<file path="src/rtl/mux_select_unit_decoder.sv">
// decoder_N: binary select to one-hot; out-of-range select decodes to all zeros
module decoder_N #(
  parameter int SIZE = 8,
  parameter int LOG_SIZE = $clog2(SIZE)
) (
  input  logic [LOG_SIZE-1:0] sel,
  output logic [SIZE-1:0]     dsel
);
  for (genvar k = 0; k < SIZE; k++) begin : g_dec
    assign dsel[k] = (sel == LOG_SIZE'(k));
  end
endmodule

</file>
<file path="src/rtl/mux_select_unit_mux.sv">
// mux_Nto1: encoded-select word mux; out-of-range select yields zero
module mux_Nto1 #(
  parameter int WIDTH = 4,
  parameter int SIZE = 8,
  parameter int LOG_SIZE = $clog2(SIZE)
) (
  input  logic [SIZE*WIDTH-1:0] in,
  input  logic [LOG_SIZE-1:0]   sel,
  output logic [WIDTH-1:0]      out
);
  always_comb begin
    out = '0;
    for (int k = 0; k < SIZE; k++)
      if (sel == LOG_SIZE'(k)) out = in[k*WIDTH +: WIDTH];
  end
endmodule

</file>
<file path="src/rtl/mux_select_unit_mux_decoded.sv">
// mux_Nto1_decoded: AND-OR word mux driven by a one-hot select (multi-hot ORs words)
module mux_Nto1_decoded #(
  parameter int WIDTH = 4,
  parameter int SIZE = 8
) (
  input  logic [SIZE*WIDTH-1:0] in,
  input  logic [SIZE-1:0]       dsel,
  output logic [WIDTH-1:0]      out
);
  always_comb begin
    out = '0;
    for (int k = 0; k < SIZE; k++)
      out = out | ({WIDTH{dsel[k]}} & in[k*WIDTH +: WIDTH]);
  end
endmodule

</file>
<file path="src/rtl/mux_select_unit.sv">
// mux_select_unit: registered word select through encoded and one-hot mux paths with cross-check
module mux_select_unit #(
  parameter int WIDTH = 4,
  parameter int SIZE = 8,
  parameter int LOG_SIZE = $clog2(SIZE)
) (
  input  logic                  clk,
  input  logic                  rst_n,
  input  logic [SIZE*WIDTH-1:0] in,
  input  logic [LOG_SIZE-1:0]   sel,
  output logic [SIZE-1:0]       dsel,
  output logic [WIDTH-1:0]      out_enc,
  output logic [WIDTH-1:0]      out_dec,
  output logic                  mismatch
);
  logic [SIZE-1:0]  w_dsel, r_dsel;
  logic [WIDTH-1:0] w_enc, w_dec, r_enc, r_dec;
  logic             r_mismatch;
  decoder_N #(.SIZE(SIZE), .LOG_SIZE(LOG_SIZE)) u_dec (.sel(sel), .dsel(w_dsel));
  mux_Nto1 #(.WIDTH(WIDTH), .SIZE(SIZE), .LOG_SIZE(LOG_SIZE)) u_mux_enc (.in(in), .sel(sel), .out(w_enc));
  mux_Nto1_decoded #(.WIDTH(WIDTH), .SIZE(SIZE)) u_mux_dec (.in(in), .dsel(w_dsel), .out(w_dec));
  always_ff @(posedge clk or negedge rst_n) begin
    if (!rst_n) begin
      r_dsel     <= '0;
      r_enc      <= '0;
      r_dec      <= '0;
      r_mismatch <= 1'b0;
    end else begin
      r_dsel     <= w_dsel;
      r_enc      <= w_enc;
      r_dec      <= w_dec;
      r_mismatch <= (w_enc != w_dec);
    end
  end
  assign dsel     = r_dsel;
  assign out_enc  = r_enc;
  assign out_dec  = r_dec;
  assign mismatch = r_mismatch;
endmodule

</file>
<file path="config.mk">
export PLATFORM = sky130hd
export DESIGN_NAME = mux_select_unit
export DESIGN_NICKNAME = d
export VERILOG_FILES = /design/src/rtl/mux_select_unit_decoder.sv /design/src/rtl/mux_select_unit_mux.sv /design/src/rtl/mux_select_unit_mux_decoded.sv /design/src/rtl/mux_select_unit.sv
export SDC_FILE = /design/constraint.sdc
export NUM_CORES = 1
export LEC_CHECK = 0
export BUFFER_PORTS_ARGS = -buffer_cell sky130_fd_sc_hd__buf_4
export CORE_MARGIN = 2
export CORE_UTILIZATION = 40
export CTS_BUF_LIST = sky130_fd_sc_hd__clkbuf_16
export CTS_CLUSTER_SIZE = 14
export DETAILED_ROUTE_END_ITERATION = 10
export PLACE_DENSITY = 0.82
export SYNTH_ARGS = -nofsm -noshare
export SYNTH_HDL_FRONTEND = slang
export SYNTH_SLANG_ARGS = --single-unit
</file>
<file path="constraint.sdc">
create_clock -name clk -period 0.8 [get_ports clk]
set_clock_uncertainty 0.15 [all_clocks]
set_input_delay 0.04 -clock clk [delete_from_list [all_inputs] [get_ports clk]]
set_output_delay 0.04 -clock clk [all_outputs]
set_load 0.01 [all_outputs]
</file>
==> results.sh <==
export IMPL_boundaryPins=54
export IMPL_met1_usage_pct=21.1
export IMPL_cts_tree="yes"
export IMPL_hold_violations=4
export IMPL_rows=16
export IMPL_crit_slowest_cell="mux4_2"
export IMPL_setup_violations=25
export IMPL_synth_warnings=0
export IMPL_critPathLaunchType="input pin"
export IMPL_pwr_share_comb_pct=24.0
export IMPL_pwr_share_clk_pct=37.7
export IMPL_numCtsBuffers=3
export IMPL_swShare_pct=20.4
export IMPL_num_vias=644
export IMPL_grt_max_degree=18
export IMPL_multi_input_area_sq_um=363
export IMPL_gr_usage_all_layers_pct=19.1
export IMPL_drv_cap=0
export IMPL_crit_chain="buf_12, mux4_2, mux2_4"
export IMPL_final_cells=132
export IMPL_hold_ws_ps=-39.0
export IMPL_numPortBuffers=53
export IMPL_drive_above_1_share_pct=72.4
export IMPL_gp_congestion=0.693
export IMPL_use_met2_pct=33.3
export IMPL_grt_pass1_wl_um=3340
export IMPL_finalNetCount=143
export IMPL_peakVddDrop_mv=1.17
export IMPL_final_cell_mix="buf_4 (38), dfrtp_1 (17), buf_6 (17)"
export IMPL_seq_power_share_pct=38.3
export IMPL_netlist_area_sq_um=823
export IMPL_yosys_cell_types_count=15
export IMPL_drtIter0Drc=2
export IMPL_fmax_mhz=1050
export IMPL_synth_seq_area_share_pct=51.7
export IMPL_setup_ws_ps=-157
export IMPL_num_antenna_cells=0
export IMPL_total_power_mw=2.52
export IMPL_cts_sinks=17
export IMPL_start_util_pct=42.4
export IMPL_failed_checks="hold timing, setup timing"
export IMPL_die_w_um=49.4
export IMPL_cp_required_ps=770
export IMPL_drtPass1Iterations=2
export IMPL_p_per_area_nw_per_um2=1760
export IMPL_cp_arrival_ps=930
export IMPL_clockRootBuffer="clkbuf_16"
export IMPL_intPower_mw=2.01
export IMPL_min_period_ps=957
export IMPL_hold_path_class="input pin to flip-flop"
export IMPL_routed_wl_um=2030
export IMPL_critical_path_max_stage_delay_ps=510
export IMPL_p_leak_nw=0.716
export IMPL_drv_slew=0
export IMPL_grt_pass1_vias=704
export IMPL_routed_via_density=4.88
export IMPL_ys_seq_elements=17
export IMPL_grtUsageMet3_pct=4.91
export IMPL_final_area_sq_um=1440
export IMPL_clk_pin_slew_worst_paths_ps=50
export IMPL_p_sw_mw=0.516
export IMPL_regArea_sq_um=425
export IMPL_layout_commonest_cell="buf_4"
export IMPL_wl_per_cell_um=15.4
export IMPL_rsz0062_at_grt="yes"
export IMPL_fillers=142
export IMPL_busiest_layer="met2"
export IMPL_cts_hold_buf=1
export IMPL_htree_num_levels=1
export IMPL_die_area_sq_um=2440
export IMPL_gr_total_overflow=0
export IMPL_drc=0
export IMPL_placed_cells=126
export IMPL_synthesis_nets=86
export IMPL_dpl_cell_area_sq_um=1240
export IMPL_synth_avg_cell_area_sq_um=16.8
export IMPL_area_delta_synth_final_pct=74.3
export IMPL_ant_nets=0
export IMPL_synthCells=49
export IMPL_clock_path_buffers=2
export IMPL_die_h_um=49.4
export IMPL_antenna_found_initial=0
export IMPL_path_max_fanout=5
export IMPL_dp_slack_ps=-566
export IMPL_status="complete, but fails checks"
export IMPL_coreArea_sq_um=1940
export IMPL_end_kind="flip-flop"
export IMPL_criticalPathCategory="input pin to flip-flop"
export IMPL_finalCritPeriodShare_pct=120
## what timing repair did
item                                    in CTS  in global routing
endpoints found under the setup margin      25                 25
resized for setup                           33                  0
endpoints found under the hold margin       21                  4
cloned                                       1                  0
buffers inserted                             0                  0
pin swaps                                    0                  0
## final cells by class
type                    count  area share, %
clock buffers               3           5.23
clock inverters             1          0.262
multi-input cells          26           25.3
flip-flops and latches     17           29.6
well taps                  27           2.35
repair buffers             58           37.2
## critical path, delay by kind of cell
family,cells,cell delay [ps]
mux,2,800
buf+inv,1,90
## power groups by stage
stage          clock network [mW]  registers, mW  logic (mW)
2_1_floorplan                   0           1.00       0.197
3_3_place_gp                    0          0.965       0.485
3_5_place_dp                    0          0.965       0.497
4_1_cts                     0.965          0.965       0.604
5_1_grt                      1.02          0.974       0.641
6_report                    0.951          0.967       0.605
## synthesized netlist by cell type
| cell type | n | share of area [%] |
|---|---|---|
| and3_1 | 1 | 0.76 |
| and3b_1 | 2 | 2.1 |
| buf_2 | 1 | 0.61 |
| buf_6 | 1 | 1.4 |
| buf_8 | 1 | 1.8 |
| clkbuf_1 | 3 | 1.4 |
| conb_1 | 1 | 0.46 |
| dfrtp_1 | 17 | 52 |
| mux2_2 | 8 | 11 |
| mux4_1 | 6 | 19 |
| mux4_2 | 2 | 5.5 |
| nand2_1 | 1 | 0.46 |
| nor2_1 | 1 | 0.46 |
| nor3_1 | 1 | 0.61 |
| nor3b_1 | 3 | 2.7 |
## worst paths after layout
check / cells after the start / slack (ps) / end / startpoint
max in group asynchronous: 2 / 250 / out_dec[3] / rst_n
min in group asynchronous: 2 / 70 / dsel[4] / rst_n
max: 3 / -160 / out_dec[1] / sel[0]
min: 3 / -40 / dsel[0] / sel[0]
## metal layers
metal	vias to the layer above	share of wire [%]	wire, um
met5	-	0	0
met2	45	52	1050
met1	306	37	758
met4	0	2.1	43
met3	4	8.6	175
li1	289	-	-
## state kept, by name, summed over array words and instances (netlist names)
signal and flops:
dsel 8, mismatch 1, out_dec 4, out_enc 4
## cells by family (layout without fill, tap and decap cells)
| family | after synthesis | in the layout | synth area share, % |
|---|---|---|---|
| other cells | 1 | 1 | 0.455 |
| flops | 17 | 17 | 51.7 |
| buf+inv | 6 | 62 | 5.17 |
| mux | 16 | 16 | 35.6 |
| simple gates | 9 | 9 | 7.14 |
## stage by stage
stage / setup TNS [ps] / hold WS [ps] / util (%)
final: -3240 / -39.0 / 73.9
after CTS: -3190 / -40.9 / 73.9
after global placement: -4270 / -245 / 64.0
after detailed placement: -4380 / -241 / 64.0
after global routing: -3730 / -27.1 / 73.9
after floorplan: -5010 / -406 / -
(Power assumes the default switching activity.)
